`config.mk`:
```
export PLATFORM = sky130hd
export DESIGN_NAME = tt_cpu8_program_sequencer
export DESIGN_NICKNAME = d
export VERILOG_FILES = /design/src/rtl/tt_cpu8_pkg.sv /design/src/rtl/tt_cpu8_prog_ram.sv /design/src/rtl/tt_cpu8_program_sequencer.sv
export SDC_FILE = /design/constraint.sdc
export NUM_CORES = 1
export LEC_CHECK = 0
export CORE_MARGIN = 2
export CORE_UTILIZATION = 40
export CTS_CLUSTER_SIZE = 40
export DETAILED_ROUTE_END_ITERATION = 7
export SLEW_MARGIN = 20
export SYNTH_ARGS = -nofsm -noshare
export SYNTH_HDL_FRONTEND = slang
export SYNTH_HIERARCHICAL = 1
export SYNTH_SLANG_ARGS = --single-unit
```
`constraint.sdc`:
```
create_clock -name clk -period 3.3 [get_ports clk]
set_input_delay 0.66 -clock clk [delete_from_list [all_inputs] [get_ports clk]]
set_output_delay 0.66 -clock clk [all_outputs]
set_load 0.02 [all_outputs]
```
`src/rtl/tt_cpu8_pkg.sv`:
```
// Shared opcodes, sequencer state encoding and instruction field helpers for the CPU8 program sequencer.
// Instruction word layout: [3:0] opcode, [7:4] operand.
package tt_cpu8_pkg;

    localparam logic [3:0] OP_NOP  = 4'h0;
    localparam logic [3:0] OP_ADD  = 4'h1;
    localparam logic [3:0] OP_SUB  = 4'h2;
    localparam logic [3:0] OP_AND  = 4'h3;
    localparam logic [3:0] OP_OR   = 4'h4;
    localparam logic [3:0] OP_NOT  = 4'h5;
    localparam logic [3:0] OP_HALT = 4'hF;

    typedef enum logic [1:0] {
        ST_IDLE,
        ST_ISSUE,
        ST_DRAIN,
        ST_DONE
    } state_t;

    function automatic logic [3:0] instr_op(input logic [7:0] word);
        return word[3:0];
    endfunction

    function automatic logic [3:0] instr_arg(input logic [7:0] word);
        return word[7:4];
    endfunction

endpackage

```
`src/rtl/tt_cpu8_prog_ram.sv`:
```
// Program store: DEPTH x 8, synchronous write, asynchronous read, no reset.
// Read data follows raddr combinationally so a word written this cycle is visible next cycle.
module tt_cpu8_prog_ram #(
    parameter  int DEPTH = 16,
    localparam int AW    = $clog2(DEPTH)
) (
    input  logic          clk,
    input  logic          we,
    input  logic [AW-1:0] waddr,
    input  logic [7:0]    wdata,
    input  logic [AW-1:0] raddr,
    output logic [7:0]    rdata
);

    logic [7:0] mem_q [DEPTH];

    always_ff @(posedge clk) begin
        if (we) begin
            mem_q[waddr] <= wdata;
        end
    end

    assign rdata = mem_q[raddr];

endmodule

```
`src/rtl/tt_cpu8_program_sequencer.sv`:
```
// Feeds the CPU8 one program word per cycle, drains its 2-stage pipeline, then captures the accumulator.
// Optional SEQ_LOOP_EN adds loop_cnt[3:0]: the program is replayed loop_cnt+1 times before draining.
module tt_cpu8_program_sequencer
    import tt_cpu8_pkg::*;
#(
    parameter  int DEPTH = 16,
    localparam int AW    = $clog2(DEPTH)
) (
    input  logic          clk,
    input  logic          rst,
    input  logic          wr_en,
    input  logic [AW-1:0] wr_addr,
    input  logic [7:0]    wr_data,
    input  logic [AW:0]   prog_len,
    input  logic          start,
`ifdef SEQ_LOOP_EN
    input  logic [3:0]    loop_cnt,
`endif
    input  logic [7:0]    acc_in,
    output logic [7:0]    instr_out,
    output logic          busy,
    output logic          done,
    output logic [7:0]    result
);

    localparam logic [AW:0]   LEN_MAX = (AW+1)'(DEPTH);
    localparam logic [AW:0]   LEN_ONE = (AW+1)'(1);
    localparam logic [AW-1:0] PC_ONE  = AW'(1);

    state_t        state_q, state_d;
    logic [AW-1:0] pc_q, pc_d;
    logic [AW:0]   len_q, len_d;
    logic [3:0]    loop_q, loop_d;
    logic          drain_q, drain_d;
    logic [7:0]    result_q, result_d;
    logic [7:0]    rd_word;
    logic          ram_we;
    logic          is_last;
    logic          is_halt;

    assign ram_we = wr_en && (state_q == ST_IDLE) && !rst;

    tt_cpu8_prog_ram #(.DEPTH(DEPTH)) u_ram (
        .clk   (clk),
        .we    (ram_we),
        .waddr (wr_addr),
        .wdata (wr_data),
        .raddr (pc_q),
        .rdata (rd_word)
    );

    assign is_last = ({1'b0, pc_q} == (len_q - LEN_ONE));
    assign is_halt = (instr_op(rd_word) == OP_HALT);

    always_comb begin
        state_d   = state_q;
        pc_d      = pc_q;
        len_d     = len_q;
        loop_d    = loop_q;
        drain_d   = drain_q;
        result_d  = result_q;
        instr_out = 8'h00;
        case (state_q)
            ST_IDLE: begin
                if (start) begin
                    pc_d    = '0;
                    drain_d = 1'b0;
                    len_d   = (prog_len > LEN_MAX) ? LEN_MAX : prog_len;
`ifdef SEQ_LOOP_EN
                    loop_d  = loop_cnt;
`else
                    loop_d  = 4'd0;
`endif
                    state_d = (len_d == '0) ? ST_DRAIN : ST_ISSUE;
                end
            end
            ST_ISSUE: begin
                // HALT is consumed here and never reaches the CPU; it also cancels any remaining passes.
                if (is_halt) begin
                    state_d = ST_DRAIN;
                end else begin
                    instr_out = rd_word;
                    if (!is_last) begin
                        pc_d = pc_q + PC_ONE;
                    end else if (loop_q != 4'd0) begin
                        pc_d   = '0;
                        loop_d = loop_q - 4'd1;
                    end else begin
                        state_d = ST_DRAIN;
                    end
                end
            end
            ST_DRAIN: begin
                if (drain_q) begin
                    result_d = acc_in;
                    state_d  = ST_DONE;
                end else begin
                    drain_d = 1'b1;
                end
            end
            ST_DONE: begin
                state_d = ST_IDLE;
            end
            default: begin
                state_d = ST_IDLE;
            end
        endcase
    end

    always_ff @(posedge clk) begin
        if (rst) begin
            state_q  <= ST_IDLE;
            pc_q     <= '0;
            len_q    <= '0;
            loop_q   <= 4'd0;
            drain_q  <= 1'b0;
            result_q <= 8'h00;
        end else begin
            state_q  <= state_d;
            pc_q     <= pc_d;
            len_q    <= len_d;
            loop_q   <= loop_d;
            drain_q  <= drain_d;
            result_q <= result_d;
        end
    end

    assign busy   = (state_q == ST_ISSUE) || (state_q == ST_DRAIN);
    assign done   = (state_q == ST_DONE);
    assign result = result_q;

endmodule

```
==> results of run 1 <==
-- cell usage after synthesis (2+ instances only) --
| master | number | area share (%) |
|---|---|---|
| edfxtp_1 | 128 | 59 |
| a21oi_1 | 24 | 1.9 |
| dfxtp_1 | 24 | 7.4 |
| nand2_1 | 23 | 1.3 |
| nor2_1 | 22 | 1.3 |
| mux4_2 | 18 | 6.3 |
| a22oi_1 | 17 | 2.0 |
| mux4_1 | 14 | 5.7 |
| nand3_1 | 13 | 1.0 |
| and3_1 | 9 | 0.87 |
| ha_1 | 9 | 1.7 |
| inv_1 | 9 | 0.52 |
| nor3_1 | 7 | 0.54 |
| o21ai_0 | 7 | 0.54 |
| buf_6 | 5 | 0.87 |
| nand2b_1 | 5 | 0.48 |
| nor3b_1 | 5 | 0.58 |
| clkbuf_1 | 4 | 0.23 |
| nand3b_1 | 4 | 0.46 |
| or3_1 | 4 | 0.39 |
| buf_2 | 3 | 0.23 |
| clkdlybuf4s25_2 | 3 | 0.46 |
| nand4_1 | 3 | 0.29 |
| or4_1 | 3 | 0.35 |
| xnor2_1 | 3 | 0.41 |
| xor2_1 | 3 | 0.41 |
| a211oi_1 | 2 | 0.23 |
| and4_1 | 2 | 0.27 |
| o31ai_1 | 2 | 0.23 |
| or3b_2 | 2 | 0.27 |
-- layout by cell type (no fill, tap or decap), types with 2 or more instances in the layout --
master,instances
o21ai_0,7
or3b_2,2
clkinv_2,2
buf_2,3
buf_4,39
nor2_1,21
ha_1,9
inv_6,4
xor2_1,3
a21oi_1,24
mux4_1,13
a211oi_1,2
clkdlybuf4s50_1,38
o31ai_1,2
nand2b_1,5
xnor2_1,3
inv_1,9
and4_1,2
nand4_1,3
or4_1,3
a22oi_1,15
nand3_1,13
a22oi_2,2
and3_1,9
or3_1,4
buf_12,2
nor3_1,7
clkbuf_16,17
nand2_1,23
mux4_2,19
nor3b_1,5
edfxtp_1,128
nand3b_1,4
clkbuf_2,4
clkinvlp_4,4
dfxtp_1,23
-- flip-flops by register name (all words and copies together), names as in the netlist --
signal,flops
drain_q,1
len_q,5
loop_q,4
pc_q,4
result,8
state_q,2
u_ram/mem_q,128
-- what timing repair did --
action	in CTS	in global routing
endpoints found under the hold margin	0	0
buffers inserted	0	2
resized for setup	18	13
setup endpoints to repair	8	8
-- layer usage --
layer | routed length, µm | up-vias | global-route usage (%)
met3 | 837 | 16 | 4.51
met1 | 6370 | 1994 | 23.7
li1 | - | 1790 | -
met5 | 0 | - | 0
met4 | 164 | 0 | 4.71
met2 | 7330 | 129 | 29.1
-- area by class of cell --
type	count	area (µm²)	area share, %
sequential	152	4330	54.5
multi-input combinational	221	1990	25.1
timing repair buffer	88	769	9.69
clock buffer	18	429	5.40
tap	216	270	3.40
clock inverter	14	123	1.54
inverter	9	33.8	0.425
-- per-stage QoR --
step	std cells	TNS (ns)	setup slack, ns	cell area (µm²)	util, %
after floorplan	399	0	0.532	6470	-
after global placement	684	0	0.189	7400	46.7
after detailed placement	684	0	0.119	7400	46.7
after CTS	716	0	0.00264	7950	50.2
after global routing	718	-0.0280	-0.0280	7940	50.2
final	718	0	0.0610	7940	50.2
-- critical path, stage by stage (launching register included) --
cell and delay, ns:
dfxtp_2 0.36, buf_12 0.16, mux4_1 0.59, a22oi_2 0.23, nand2_1 0.11, nand4_1 0.16
and3_1 0.23, clkdlybuf4s15_1 0.33
-- power by group --
part / total [µW] / switching, µW / internal [µW]
Combinational: 1050 / 555 / 493
Clock: 1800 / 764 / 1040
Sequential: 2170 / 39.2 / 2130
Total: 5020 / 1360 / 3660
-- kinds of logic after synthesis --
kind of cell	count (synthesis)	synth area share (%)
flops	152	66.9
simple gates	108	8.80
compound gates	66	7.33
mux	32	12.0
buf+inv	26	2.50
fa+ha+maj	9	1.74
xor+xnor	6	0.813
-- how the worst max path moves through the flow --
stage / start / to / slack (ns)
finish: pc_q[0] / instr_out[1] / 0.06
global route: pc_q[0] / instr_out[1] / -0.03
CTS: pc_q[0] / instr_out[0] / 0.003
detailed placement: pc_q[0] / instr_out[6] / 0.12
global placement: pc_q[0] / instr_out[4] / 0.19
floorplan: pc_q[0] / loop_q[3] / 0.53
==> impl_results.md, run 1 <==
- Status: completed
- Seq/Total Area, Yosys: 66.9%
- Async set-reset flop share out of synthesis: 0%
- Top Ports: between 40 and 50
- Post-synthesis average cell area: about 16 µm²
- Reg-to-reg critical path endpoint: loop_q[3]
- Crit-path max FO: 14
- Data arrival time of the critical path: about 2.6 ns
- Total power: ~5000 µW
- CTS Buf Count: 17
- CTS tree: yes
- Core Box Area: ~0.016 mm²
- Drt via density: 5.47
- Initial cell density of the core: roughly two fifths
- Slew at the pin closest to its max-slew limit: between 0.6 and 0.7 ns
- Remaining DRCs: 0
- VDD IR-drop max: roughly 0.41 mV
- Routed Antenna Nets: 0
- Layout cells sized above 1: between 20% and 30%
- Final period util: 98.2%
- GPL Wtd Cong: around 0.82
- Reg2Reg Launch Point: pc_q[0]
- Leak: approximately 0.0027 µW
- CTS H-tree lvls: 4
- Global-route wire length before repair: approximately 23000 µm
- Worst-Skew Late Latency: 0.41 ns
- Hold path start: result[2]
- PortBufs: 46
- Fin nets: about 530
- WHS Endpoint: result[2]
- Starting DRC count in detailed routing: approximately 330
- R2R setup slack: roughly 0.25 ns
- Fillers: approximately 1300
- Syn_nets: ~440
- Final WL: between 10000 and 15000 µm
- Pin count of the biggest net entering global routing: 25
- Synthesized flop and latch total: roughly 150
- Routed WL per cell: 20.5 µm
- TritonRoute pass-1 iters: 4
- Clk sinks: ~150
- Chip height: between 100 and 150 µm
- Clock skew: 0.00957 ns
- Post-Syn Area: 0.00647 mm²
- CTS Buffer Depth: 2
- Global route overflow: 0
- EDFF count, synth: ~130
- Yosys warnings: 6
- Library cells used by synthesis: between 50 and 60
- Max_slew headroom: 59.7%
- Crit start category: flip-flop
- Max-Cap Viols: 0
- Via count: 3929
- CTS Hold Bufs: 0
- Tmin final: 3.24 ns
- Hold depth: 2
- GRT Util Overall: 17.7%
- Die area: around 0.017 mm²
- Endpoints failing hold: 0
- Hold WC Path Type: flip-flop to flip-flop
- Max Slew Vio Count: 0
- Req. time, crit path: about 2.6 ns
- Root Driver: clkbuf_16
- PwrDens: approximately 630 mW/mm²
- R2R depth: 10
- Fin Hold WS: 0.457 ns
- Post-DP HPWL: ~10000 µm
- Die width: around 130 µm
- Num rows: 46
- Main synth FF type: edfxtp_1
- Antenna diodes: 0
- Area growth syn-to-layout: 22.8%
- Fmax: around 310 MHz
- Cell count after synthesis: roughly 400
- WS Path Type: flip-flop to output port
- Setup crit end kind: output port
- Vias in the first global route: around 3900
- Initial antenna violation count: 0
- Clock transition at path regs: ~0.06 ns
- Setup violators final: 0
Note: power is estimated with default switching activity, not from simulation.
==> inputs of run 2 (changes only) <==
Settings changed: ABC_AREA set to 1, CAP_MARGIN set to 0, CTS_CLUSTER_DIAMETER set to 30.
==> run 2 against run 1 <==
  * Fmax is 6.6% higher
  * Worst hold slack gained 0.011 ns
  * Routed wire length up 14%
  * Via count increased by 30%
==> impl_results.md, run 2 <==
- Status: completed (unchanged)
- PwrDens: 693 mW/mm² (was 632 mW/mm²)
- VDD IR-drop max: 0.445 mV (was 0.413 mV)
- Pin count of the biggest net entering global routing: 70 (was 25)
- Post-synthesis average cell area: 9.22 µm² (was 16.2 µm²)
- Initial antenna violation count: 0 (unchanged)
- Max_slew headroom: 50.0% (was 59.7%)
- GR met3 Demand/Resource: 4.56% (was 4.51%)
- TritonRoute pass-1 iters: 5 (was 4)
- CTS tree: yes (unchanged)
- Setup violators final: 0 (unchanged)
- Top reg by flops: u_ram/mem_q (unchanged)
- PortBufs: 46 (unchanged)
- Leak: 0.00367 µW (was 0.00267 µW)
- Seq/Total Area, Yosys: 61.0% (was 66.9%)
- Final core utilization: 49.1% (was 50.2%)
- Max reg flops: 128 (unchanged)
- Max Slew Vio Count: 0 (unchanged)
- Starting DRC count in detailed routing: 364 (was 325)
- Data arrival time of the critical path: 2.38 ns (was 2.58 ns)
- Layout cells sized above 1: 9.32% (was 22.3%)
- Dominant cells by area after synthesis: edfxtp_1 (54%), nand2_1 (12%), nand3_1 (7.9%) (was edfxtp_1 (59%), dfxtp_1 (7.4%), mux4_2 (6.3%))
- Synth area leader: edfxtp_1 (unchanged)
- Library cells used by synthesis: 28 (was 52)
- Fmax: 329 MHz (was 309 MHz)
- Post-Syn Area: 0.00709 mm² (was 0.00647 mm²)
- Setup Fix Bufs, Post-CTS: 0 (unchanged)
- Die area: 0.0188 mm² (was 0.0172 mm²)
- Synthesized flop and latch total: 152 (unchanged)
- Tmin final: 3.04 ns (was 3.24 ns)
- GPL Wtd Cong: 0.804 (was 0.815)
- Setup crit end kind: output port (unchanged)
- Fin nets: 873 (was 527)
- Remaining DRCs: 0 (unchanged)
- Max-Cap Viols: 0 (unchanged)
- Most common cell after layout, fill and taps aside: nand2_1 (was edfxtp_1)
- RSZ-0062 raised after global routing: false
- GR peak layer: met2 (unchanged)
- Global route overflow: 0 (unchanged)
- EDFF count, synth: 128 (unchanged)
- Yosys warnings: 6 (unchanged)
- Post-DP HPWL: 10700 µm (was 9980 µm)
- Commonest non-fill, non-tap cells in the layout: nand2_1 (225), inv_1 (128), edfxtp_1 (128) (was edfxtp_1 (128), buf_4 (39), clkdlybuf4s50_1 (38))
- Routed Antenna Nets: 0 (unchanged)
- Num rows: 48 (was 46)
- Async set-reset flop share out of synthesis: 0% (unchanged)
- Top-area cell type share of the netlist area: 54.2% (was 59.4%)
- Drt via density: 4.77 (was 5.47)
- CTS H-tree lvls: 4 (unchanged)
- Crit start category: flip-flop (unchanged)
- Total power: 5880 µW (was 5020 µW)
- Hold depth: 2 (unchanged)
- Global-route wire length before repair: 25700 µm (was 22700 µm)
- Die width: 137 µm (was 131 µm)
- Routed WL per cell: 15.7 µm (was 20.5 µm)
- WS Path Type: flip-flop to output port (unchanged)
- Antenna diodes: 0 (unchanged)
- R2R depth: 16 (was 10)
- Root Driver: clkbuf_16 (unchanged)
- Top Ports: 47 (unchanged)
- Cell with the most instances after synthesis: nand2_1 (was edfxtp_1)
- Area growth syn-to-layout: 19.7% (was 22.8%)
- Main synth FF type: edfxtp_1 (unchanged)
- Total negative setup slack: 0 ns (unchanged)
- Clock skew: 0.0123 ns (was 0.00957 ns)
- Syn_nets: 807 (was 437)
- Hold WC Path Type: flip-flop to flip-flop (unchanged)
- Via count: 5117 (was 3929)
- Met2 GRT Util: 29.4% (was 29.1%)
- Crit-path max FO: 69 (was 14)
- Grt met1 use: 25.6% (was 23.7%)
- Clock transition at path regs: 0.07 ns (was 0.06 ns)
- Final WL: 16800 µm (was 14700 µm)
- GRT Util Overall: 18.9% (was 17.7%)
- Clk sinks: 152 (unchanged)
- Endpoints failing hold: 0 (unchanged)
- CTS Buffer Depth: 2 (unchanged)
- Chip height: 137 µm (was 131 µm)
- Cell count after synthesis: 769 (was 399)
- Dpl ws: 0.403 ns (was 0.119 ns)
- Vias in the first global route: 4729 (was 3917)
- CTS Buf Count: 17 (unchanged)
- Core Box Area: 0.0173 mm² (was 0.0158 mm²)
- Top cells by count, synth: nand2_1 (225), edfxtp_1 (128), inv_1 (128), nand3_1 (112), nor2_1 (59) (was edfxtp_1 (128), a21oi_1 (24), dfxtp_1 (24), nand2_1 (23), nor2_1 (22))
- Initial cell density of the core: 41.0% (was 40.9%)
- Final Worst Setup Slack: 0.261 ns (was 0.0610 ns)
- Final period util: 92.1% (was 98.2%)
- Worst-Skew Late Latency: 0.43 ns (was 0.41 ns)
- Req. time, crit path: 2.64 ns (about the same)
- Slew at the pin closest to its max-slew limit: 0.748 ns (was 0.603 ns)
[run 2: cell types whose count changed in the layout (fill, tap and decap cells not counted), sizes merged, moves of 6 or more]
cell,change
dlygate4sd2,+8
a22oi,-17
buf,-17
nand2,+209
mux4,-32
o21ai,+6
inv,+124
nand3,+99
nor3,-7
and3,-9
a21oi,-12
nor2,+41
[run 2: layer usage]
layer / vias to the layer above / share of wire (%)
met5: - / 0
met4: 0 / 1.8
met3: 20 / 5.8
met2: 144 / 47
met1: 2372 / 46
li1: 2581 / -
[run 2: path summary, 6_finish.rpt]
path / startpoint / to / slack, ns
worst max-delay path: pc_q[0] / instr_out[2] / 0.26
worst min-delay path: len_q[1] / len_q[1] / 0.47
worst max register to register: pc_q[0] / pc_q[0] / 0.94
worst min register to register: len_q[1] / len_q[1] / 0.47
[run 2: report_power, final]
group	leakage [µW]	internal, µW	switching [µW]
Sequential	0.00135	2160	47.9
Clock	0.000276	1190	791
Combinational	0.00204	583	1110
[run 2: timing repair]
| action | in CTS | in global routing |
|---|---|---|
| gates resized for setup | 8 | 0 |
| hold buffers | 0 | 0 |
| setup endpoints to repair | 8 | 0 |
[run 2: cell type report]
| type | count | area (µm²) |
|---|---|---|
| timing repair buffer | 74 | 698 |
| tap | 225 | 282 |
| inverter | 136 | 510 |
| fill | 1635 | 8810 |
| clock inverter | 14 | 175 |
| clock buffer | 18 | 429 |
| sequential | 152 | 4330 |
| multi-input combinational | 454 | 2070 |
[run 2: through the flow]
stage / hold slack [ns] / cells / cell area [µm²]
5_1_grt: 0.507 / 1073 / 8490
3_5_place_dp: 0.459 / 1041 / 7900
6_report: 0.468 / 1073 / 8490
4_1_cts: 0.470 / 1073 / 8490
2_1_floorplan: 0.439 / 769 / 7090
3_3_place_gp: 0.459 / 1041 / 7900
[run 2: cell families after synthesis]
| group | Yosys count | share of synthesized area, % |
|---|---|---|
| compound gates | 27 | 2.03 |
| xor+xnor | 4 | 0.494 |
| simple gates | 414 | 25.1 |
| fa+ha+maj | 9 | 1.59 |
| flops | 152 | 61.0 |
| buf+inv | 163 | 9.86 |
[run 2: worst max-delay path: stages (launching register included)]
cell,delay [ns]
dfxtp_2,0.36
buf_12,0.29
nand2_1,0.11
nand3_1,0.09
nand3_1,0.14
nand3_1,0.13
nand2_1,0.08
nand4_1,0.10
nand2_2,0.18
nor2_1,0.14
dlygate4sd2_1,0.34
